**src/rtl/ssd_pkg.sv**
```systemverilog
// Shared constants and arbiter state encoding for the SSD scan scheduler.
package ssd_pkg;
  localparam int DIGIT_SLOTS = 4;
  localparam int SLOT_W      = 2;

  localparam logic [1:0] GNT_NONE = 2'b00;
  localparam logic [1:0] GNT_SRC0 = 2'b01;
  localparam logic [1:0] GNT_SRC1 = 2'b10;

  typedef enum logic [1:0] {ARB_IDLE, ARB_OWN0, ARB_OWN1} arb_state_t;

  function automatic logic [1:0] gnt_of(arb_state_t s);
    case (s)
      ARB_OWN0: gnt_of = GNT_SRC0;
      ARB_OWN1: gnt_of = GNT_SRC1;
      default:  gnt_of = GNT_NONE;
    endcase
  endfunction
endpackage

```
**src/rtl/ssd_prescaler.sv**
```systemverilog
// Digit-slot prescaler: free-running count while enabled, terminal-count tick,
// and the start-of-slot blanking window.
module ssd_prescaler #(
  parameter int REFRESH_DIV = 100000,
  parameter int BLANK_CYC   = 1000
) (
  input  logic clk,
  input  logic rst_n,
  input  logic en,
  output logic tick,
  output logic in_blank
);
  localparam int CW = $clog2(REFRESH_DIV);
  localparam logic [CW-1:0] TC = CW'(REFRESH_DIV - 1);

  logic [CW-1:0] cnt;

  always_ff @(posedge clk or negedge rst_n) begin
    if (!rst_n)
      cnt <= '0;
    else if (en)
      cnt <= (cnt == TC) ? '0 : cnt + 1'b1;
  end

  assign tick     = en & (cnt == TC);
  // Derived straight from the count register so it flips on the same edge as the slot index.
  assign in_blank = (32'(cnt) < 32'(BLANK_CYC));
endmodule

```
**src/rtl/ssd_scan_sched.sv**
```systemverilog
// SSD scan scheduler: slot sequencing, frame-boundary arbitration between two
// digit sources, and shadow latching of the owner's digits.
module ssd_scan_sched
  import ssd_pkg::*;
#(
  parameter int REFRESH_DIV     = 100000,
  parameter int BLANK_CYC       = 1000,
  parameter int MIN_HOLD_FRAMES = 4
) (
  input  logic        clk,
  input  logic        rst_n,
  input  logic        en,
  input  logic [1:0]  req,
  input  logic [15:0] src0_digits,
  input  logic [15:0] src1_digits,
  output logic [1:0]  gnt,
  output logic [1:0]  ssd_ctl_en,
  output logic [3:0]  in3,
  output logic [3:0]  in2,
  output logic [3:0]  in1,
  output logic [3:0]  in0,
  output logic        blank,
  output logic        frame_done
);
  localparam int HW = (MIN_HOLD_FRAMES < 1) ? 1 : $clog2(MIN_HOLD_FRAMES + 1);
  localparam logic [HW-1:0] HOLD_MAX = HW'(MIN_HOLD_FRAMES);
  localparam logic [SLOT_W-1:0] LAST_SLOT = SLOT_W'(DIGIT_SLOTS - 1);

  logic              tick, in_blank, frame_end;
  logic [SLOT_W-1:0] slot;
  arb_state_t        st, st_nx;
  logic [HW-1:0]     hold, hold_inc, hold_nx;
  logic              last1;
  logic [15:0]       digits_nx;

  ssd_prescaler #(
    .REFRESH_DIV(REFRESH_DIV),
    .BLANK_CYC  (BLANK_CYC)
  ) u_presc (
    .clk     (clk),
    .rst_n   (rst_n),
    .en      (en),
    .tick    (tick),
    .in_blank(in_blank)
  );

  assign frame_end = tick & (slot == LAST_SLOT);
  // hold_inc counts the frame that is ending, so an owner gets MIN_HOLD_FRAMES full frames.
  assign hold_inc  = (hold >= HOLD_MAX) ? HOLD_MAX : hold + 1'b1;

  always_comb begin
    st_nx = st;
    case (st)
      ARB_IDLE: begin
        if (req == 2'b11)  st_nx = last1 ? ARB_OWN0 : ARB_OWN1;
        else if (req[0])   st_nx = ARB_OWN0;
        else if (req[1])   st_nx = ARB_OWN1;
      end
      ARB_OWN0: begin
        if (!req[0])                          st_nx = req[1] ? ARB_OWN1 : ARB_IDLE;
        else if (req[1] && hold_inc >= HOLD_MAX) st_nx = ARB_OWN1;
      end
      ARB_OWN1: begin
        if (!req[1])                          st_nx = req[0] ? ARB_OWN0 : ARB_IDLE;
        else if (req[0] && hold_inc >= HOLD_MAX) st_nx = ARB_OWN0;
      end
      default: st_nx = ARB_IDLE;
    endcase
  end

  always_comb begin
    hold_nx = ((st_nx != st) || (st_nx == ARB_IDLE)) ? '0 : hold_inc;
    case (st_nx)
      ARB_OWN0: digits_nx = src0_digits;
      ARB_OWN1: digits_nx = src1_digits;
      default:  digits_nx = '0;
    endcase
  end

  always_ff @(posedge clk or negedge rst_n) begin
    if (!rst_n) begin
      slot       <= '0;
      st         <= ARB_IDLE;
      gnt        <= GNT_NONE;
      hold       <= '0;
      last1      <= 1'b1;
      frame_done <= 1'b0;
      {in3, in2, in1, in0} <= '0;
    end else begin
      frame_done <= frame_end;
      if (tick) slot <= slot + 1'b1;
      if (frame_end) begin
        st   <= st_nx;
        gnt  <= gnt_of(st_nx);
        hold <= hold_nx;
        if (st_nx == ARB_OWN0) last1 <= 1'b0;
        if (st_nx == ARB_OWN1) last1 <= 1'b1;
        {in3, in2, in1, in0} <= digits_nx;
      end
    end
  end

  assign ssd_ctl_en = slot;
  assign blank      = !en | (gnt == GNT_NONE) | in_blank;
endmodule

```
**config.mk**
```make
export PLATFORM = sky130hd
export DESIGN_NAME = ssd_scan_sched
export DESIGN_NICKNAME = d
export VERILOG_FILES = /design/src/rtl/ssd_pkg.sv /design/src/rtl/ssd_prescaler.sv /design/src/rtl/ssd_scan_sched.sv
export SDC_FILE = /design/constraint.sdc
export NUM_CORES = 1
export LEC_CHECK = 0
export CAP_MARGIN = 20
export CORE_UTILIZATION = 44
export DETAILED_ROUTE_END_ITERATION = 10
export PLACE_DENSITY_LB_ADDON = 0.2
export SYNTH_ARGS = -nofsm -noshare
export SYNTH_HDL_FRONTEND = slang
export SYNTH_SLANG_ARGS = --single-unit
```
**constraint.sdc**
```tcl
create_clock -name clk -period 2.68 [get_ports clk]
set_input_delay 0.804 -clock clk [delete_from_list [all_inputs] [get_ports clk]]
set_output_delay 0.804 -clock clk [all_outputs]
set_load 0.005 [all_outputs]
```
=== Word-level counts from Yosys, hierarchy flattened ===
Cells that the tools add are included.

* Flip-flop bits (word level): 44
* Input bits: 37
* Output and inout bits: 22
* Word-level logic and storage cells: 56

* Add/sub/neg operators: 3
* Magnitude comparators: 3
* Equal/unequal tests: 8
* Muxes and demuxes: 18
* Bitwise gates (word level): 4
* Reductions and logical operators: 9

{| class="wikitable"
|+ Operator list
! kind !! count
|-
| case mux 16 bit (2 select lines) || 1
|-
| 2-to-1 mux 2 bit || 9
|-
| adder 17 x 1 -> 17 bit (second input constant) || 1
|-
| == test 17 bit (second input constant) || 1
|-
| < comparator 17 x 10 -> 1 bit (second input constant) || 1
|-
| 2-to-1 mux 17 bit || 1
|-
| == test 2 bit (second input constant) || 4
|-
| >= comparator 3 bit (second input constant) || 2
|-
| logical NOT 2 bit || 3
|-
| 2-to-1 mux 3 bit || 2
|-
| case mux 2 bit (3 select lines) || 1
|-
| == test 2 x 1 -> 1 bit (second input constant) || 2
|-
| case mux 2 bit (2 select lines) || 1
|-
| adder 3 x 1 -> 3 bit (second input constant) || 1
|-
| 2-to-1 mux 1 bit || 3
|-
| adder 2 x 1 -> 2 bit (second input constant) || 1
|-
| AND 1 bit || 2
|-
| logical AND 1 bit || 2
|-
| != test 2 bit || 1
|-
| OR 1 bit || 2
|-
| AND reduction 2 bit || 1
|-
| nonzero test 2 bit || 1
|-
| logical NOT 1 bit || 1
|-
| logical OR 1 bit || 1
|}

=== Longest topological paths before layout ===
* Depth after elaboration: 10
* Depth in mapped cells: 11

=== Cells and area by module ===
From an unflattened synthesis, not the netlist that was laid out.

* Cells, all modules: 214
* Area total of the unflattened synthesis: 2277.2 um^2

{| class="wikitable"
|+ By module, submodules not included
! module !! instances !! cells an instance !! area each (um^2) !! sequential area each (um^2)
|-
| ssd_scan_sched || 1 || 125 || 1408.9 || 676.9
|-
| ssd_prescaler || 1 || 89 || 868.3 || 425.4
|}

=== Least setup slack after synthesis ===
OpenSTA, ideal clock, no wires.

* Path type: input-to-reg
* Start: input req[0]
* End: register last1
* Setup time: 82 ps
* Data arrival time: 2631 ps
* Setup slack: -33 ps
* Stages: 8
* Buffers on the path: 1
* Cells stage by stage: o211a_1 a31oi_1 nand2_1 ha_1 nand3b_1 or3_1 buf_6 mux2_4

* Cells in the longest elaborated chain, start to end: 7

{| class="wikitable"
|+ Ends and longest elaborated chain
! what !! RTL line !! RTL
|-
| start: declaration || ssd_scan_sched.sv:13 || <nowiki>input logic [1:0] req,</nowiki>
|-
| logical AND 1 bit || ssd_scan_sched.sv:65 || <nowiki>else if (req[0] && hold_inc >= HOLD_MAX) st_nx = ARB_OWN0;</nowiki>
|-
| 2-to-1 mux 2 bit || ssd_scan_sched.sv:65 ||
|-
| 2-to-1 mux 2 bit || ssd_scan_sched.sv:64 || <nowiki>if (!req[1]) st_nx = req[0] ? ARB_OWN0 : ARB_IDLE;</nowiki>
|-
| case mux 2 bit (3 select lines) (*) || ssd_scan_sched.sv:53 || <nowiki>case (st)</nowiki>
|-
| == test 2 x 1 -> 1 bit or == test 2 bit (tied branches) || ssd_scan_sched.sv:96, ssd_scan_sched.sv:97 ||
|-
| nonzero test 2 bit (no line) || -- ||
|-
| AND reduction 2 bit (no line) || -- ||
|-
| end signal: assignment || ssd_scan_sched.sv:86 || <nowiki>last1 <= 1'b1;</nowiki>
|-
| end signal: assignment || ssd_scan_sched.sv:96 || <nowiki>if (st_nx == ARB_OWN0) last1 <= 1'b0;</nowiki>
|-
| end signal: assignment || ssd_scan_sched.sv:97 || <nowiki>if (st_nx == ARB_OWN1) last1 <= 1'b1;</nowiki>
|-
| end: declaration || ssd_scan_sched.sv:33 || <nowiki>logic last1;</nowiki>
|}

Mark *: on every way between the ends. The rest lies on a longest branch, timed or not.
A chain may end at the register's enable or synchronous reset.

=== Worst setup path after layout ===
* Start: register hold[0]
* End: register in0[2]

* Cells in the longest elaborated chain, start to end: 9

{| class="wikitable"
|+ Ends and longest elaborated chain
! what !! RTL line !! RTL
|-
| start: declaration || ssd_scan_sched.sv:32 || <nowiki>logic [HW-1:0] hold, hold_inc, hold_nx;</nowiki>
|-
| start signal: assignment || ssd_scan_sched.sv:95 || <nowiki>hold <= hold_nx;</nowiki>
|-
| adder 3 x 1 -> 3 bit or >= comparator 3 bit (tied branches) || ssd_scan_sched.sv:49 || <nowiki>assign hold_inc = (hold >= HOLD_MAX) ? HOLD_MAX : hold + 1'b1;</nowiki>
|-
| 2-to-1 mux 3 bit (*) || ssd_scan_sched.sv:49 ||
|-
| >= comparator 3 bit (*) || ssd_scan_sched.sv:61, ssd_scan_sched.sv:65 ||
|-
| logical AND 1 bit (on tied branches) || ssd_scan_sched.sv:65, ssd_scan_sched.sv:61 ||
|-
| 2-to-1 mux 2 bit (on tied branches) || ssd_scan_sched.sv:65, ssd_scan_sched.sv:61 ||
|-
| 2-to-1 mux 2 bit (on tied branches) || ssd_scan_sched.sv:64, ssd_scan_sched.sv:60 ||
|-
| case mux 2 bit (3 select lines) (*) || ssd_scan_sched.sv:53 ||
|-
| == test 2 bit or == test 2 x 1 -> 1 bit (tied branches) || ssd_scan_sched.sv:73 || <nowiki>case (st_nx)</nowiki>
|-
| case mux 16 bit (2 select lines) (*) || ssd_scan_sched.sv:73 ||
|-
| end signal: assignment || ssd_scan_sched.sv:98 || <nowiki>{in3, in2, in1, in0} <= digits_nx;</nowiki>
|-
| end: declaration || ssd_scan_sched.sv:21 || <nowiki>output logic [3:0] in0,</nowiki>
|}

Marked as above.

==> flow_metrics.tcl <==
set metrics [dict create \
    status "complete, no violations" \
    timing_max_transition_violations_final 0 \
    worst_hold_path_type "flip-flop to flip-flop" \
    grt_pass1_wl_um 9430 \
    synthesis.yosys.warnings 0 \
    timing_worst_slew_pin_value_ns 0.560 \
    ys_seq_area_share_pct 46.3 \
    cts-htree-levels 2 \
    drtIter0Drc 84 \
    cts-buffers-inserted 5 \
    placementRows 26 \
    finalWirelength_um 6100 \
    first_global_vias 2065 \
    setup.worst_path.end "in0[2]$_DFFE_PN0P_" \
    clockRootBuffer "sky130_fd_sc_hd__clkbuf_8" \
    floorplan.initialDensity_pct 46.1 \
    timing.final.ws_setup_ns 0.140 \
    tritoncts "built" \
    timing.clock.skew_ns 0.00575 \
    highest_count_cells_in_the_layout_ignoring_fill_and_taps "sky130_fd_sc_hd__clkdlybuf4s50_1, sky130_fd_sc_hd__dfrtp_1, sky130_fd_sc_hd__buf_4, sky130_fd_sc_hd__o21ai_0, sky130_fd_sc_hd__nor2_1" \
    die_area_um2 5710 \
    synth_top_area_share_pct 45.2 \
    yosys_reg_bits 44 \
    cts_num_sinks 44 \
    synth_xor_area_share_pct 5.15 \
    cp.arrival_ns 2.76 \
    synth_mux_area_share_pct 3.68 \
    launch_point_of_the_worst_path "hold[0]$_DFFE_PN0P_" \
    synth_compound_gate_area_share_pct 18.8 \
    post_synth_adder_cell_area_pct 3.68 \
    grt.overflow.total 0 \
    remaining_max_slew_budget_at_the_tightest_pin_pct 62.7 \
    ys_dominant_reg_cell "sky130_fd_sc_hd__dfrtp_1" \
    syn_area_um2 2380 \
    post_cts_hold_buffer_count 0 \
    synth_top_family_by_area "compound AO/OA/AOI/OAI gates" \
    detail_route.wl_per_cell_um 15.3 \
    final_common_cell "sky130_fd_sc_hd__clkdlybuf4s50_1" \
    synthesized_area_per_cell_um2 9.68 \
    place_congestion 0.844 \
    floorplan_core_area_um2 5170 \
    die_w_um 75.6 \
    worst_vdd_drop_mv 0.350 \
    report.final.hold_viol_count 0 \
    clk-insertion-delay-late_ns 0.29 \
    globalRouteTotalUtil_pct 22.0 \
    rr_worst_depth 11 \
    cp.required_ns 2.90 \
    fmax_mhz 394 \
    port-buffer-count 58 \
    cap_violations 0 \
    grt_setup_unrepaired "false" \
    fin_util_pct 66.0 \
    cts.clk_slew.worst_paths_ns 0.08 \
    synth-simple-area-share_pct 17.6 \
    drc_errors 0 \
    synth_nets 290 \
    drt.antenna.violating_nets 0 \
    crit_fanout 6 \
    synth_enable_flop_cells 0 \
    drt_first_pass_iters 4 \
    antennaDiodeCount 0 \
    power_density_nw_per_um2 474 \
    synth_cell_type_count 44 \
    finalCritPeriodShare_pct 94.8 \
    regToRegEndpoint "in0[2]$_DFFE_PN0P_" \
    die_y_um 75.6 \
    synth.top_cells.by_area "sky130_fd_sc_hd__dfrtp_1, sky130_fd_sc_hd__a32oi_1, sky130_fd_sc_hd__o21ai_0" \
    pin_count 59 \
    total_leakage_power_nw 1.44 \
    layout.nets 371 \
    worstSetupEndpointType "flip-flop" \
    timing.hold.worst.start "u_presc.cnt[8]$_DFFE_PN0P_" \
    finalWorstPathRequiredPeriod_ns 2.54 \
    r2r_setup_slack_ns 0.14 \
    critPathKind "flip-flop to flip-flop" \
    synthArstFlopShare_pct 100 \
    viasPerCell 5.48 \
    place_hpwl_um 4330 \
    filler_cell_count 415 \
    critical_path.startpoint_type "flip-flop" \
    regToRegStartpoint "hold[0]$_DFFE_PN0P_" \
    via_count 2180 \
    synth_largest_area_cell "sky130_fd_sc_hd__dfrtp_1" \
    overall_power_after_layout_mw 1.62 \
    timing.final.setup_violations 0 \
    pre_cts_worst_setup_slack_ns -0.370 \
    maximum_number_of_pins_on_one_net_before_global_route_repair 45 \
    netlist_instances 246 \
    cts_max_path_buffers 2 \
    grt_antenna_before_repair 0 \
    layout_cell_share_with_drive_strength_beyond_1_pct 18.9 \
    syn_to_final_growth_pct 43.2 \
]
-- repair_timing --
item	CTS	global route
resized for setup	7	17
endpoints found under the setup margin	19	20
buffers inserted	1	2
gates cloned	0	0
pin swaps	2	6
-- cells in the mapped netlist, drive strengths merged, types with 2 or more instances --
cell     count
nand4       10
ha           7
nand2       14
or2          3
inv          9
clkbuf      14
xnor2       12
nand3        5
a2111oi      2
nand4b       2
or4          2
a22oi        2
and2         3
dfrtp       43
a21oi        2
mux2i        5
buf          3
mux2         3
nor2        17
o21a         2
or3          3
o21ai       36
nor3         7
a32oi       15
and3         2
o211ai       4
a31oi        2
nor4         5
xor2         2
-- layout make-up --
cell class / instances / area [um2] / area share, %
multi-input combinational: 176 / 1230 / 36.1
inverter: 9 / 33.8 / 0.990
timing repair buffer: 91 / 847 / 24.8
sequential: 44 / 1100 / 32.3
tap: 70 / 87.6 / 2.57
clock inverter: 2 / 35.0 / 1.03
clock buffer: 6 / 72.6 / 2.13
-- worst min-delay path by stage --
stage,end,slack (ns),depth (start not counted)
6_report,u_presc.cnt[8]$_DFFE_PN0P_,0.51,1
5_1_grt,ssd_ctl_en[0]$_DFFE_PN0P_,0.54,1
4_1_cts,in1[0]$_DFFE_PN0P_,0.52,2
3_5_place_dp,in1[0]$_DFFE_PN0P_,0.50,2
3_3_place_gp,in1[1]$_DFFE_PN0P_,0.49,2
2_1_floorplan,u_presc.cnt[8]$_DFFE_PN0P_,0.47,1
-- logic make-up after synthesis --
| kind of cell | Yosys count |
|---|---|
| AOI/OAI and AO/OA | 69 |
| xor gates and xnor gates | 14 |
| adders and majority gates | 7 |
| buffers and inverters | 26 |
| DFF | 44 |
| muxes | 8 |
| and+or+nand+nor | 78 |
-- power breakdown --
group          internal (mW)  total, mW  switching [mW]
Combinational          0.170      0.336           0.166
Clock                  0.277      0.496           0.219
Sequential             0.718      0.785          0.0676
Total                   1.16       1.62           0.453
-- per-stage QoR --
stage                     hold slack (ns)  cell area (um2)  std cells  TNS [ns]
after floorplan                     0.472             2390        246         0
after global placement              0.488             3210        387     -5.32
after detailed placement            0.497             3210        387     -6.23
after CTS                           0.516             3340        396   -0.0631
after global routing                0.538             3410        398         0
final                               0.513             3410        398         0
-- state kept, by name, summed over array words and instances (netlist names) --
name,count
in0,4
ssd_ctl_en,2
u_presc.cnt,17
st,2
frame_done,1
in2,4
hold,3
gnt,2
last1,1
in3,4
in1,4
-- critical path: stages (launching register included) --
cell	delay [ns]
sky130_fd_sc_hd__dfrtp_1	0.41
sky130_fd_sc_hd__ha_1	0.29
sky130_fd_sc_hd__nor2_1	0.22
sky130_fd_sc_hd__a22oi_1	0.13
sky130_fd_sc_hd__nand4_1	0.14
sky130_fd_sc_hd__buf_4	0.13
sky130_fd_sc_hd__inv_1	0.04
sky130_fd_sc_hd__ha_1	0.28
sky130_fd_sc_hd__nand3b_1	0.16
sky130_fd_sc_hd__or3_4	0.36
sky130_fd_sc_hd__buf_4	0.17
sky130_fd_sc_hd__o21ai_0	0.14
-- per-layer routing --
metal	GRT usage, %	part of all wire [%]
met1	31.0	47
met2	34.5	49
met3	3.97	3.3
met4	7.00	1.0
met5	0	0
No activity file was read; power rests on OpenSTA's default activity.
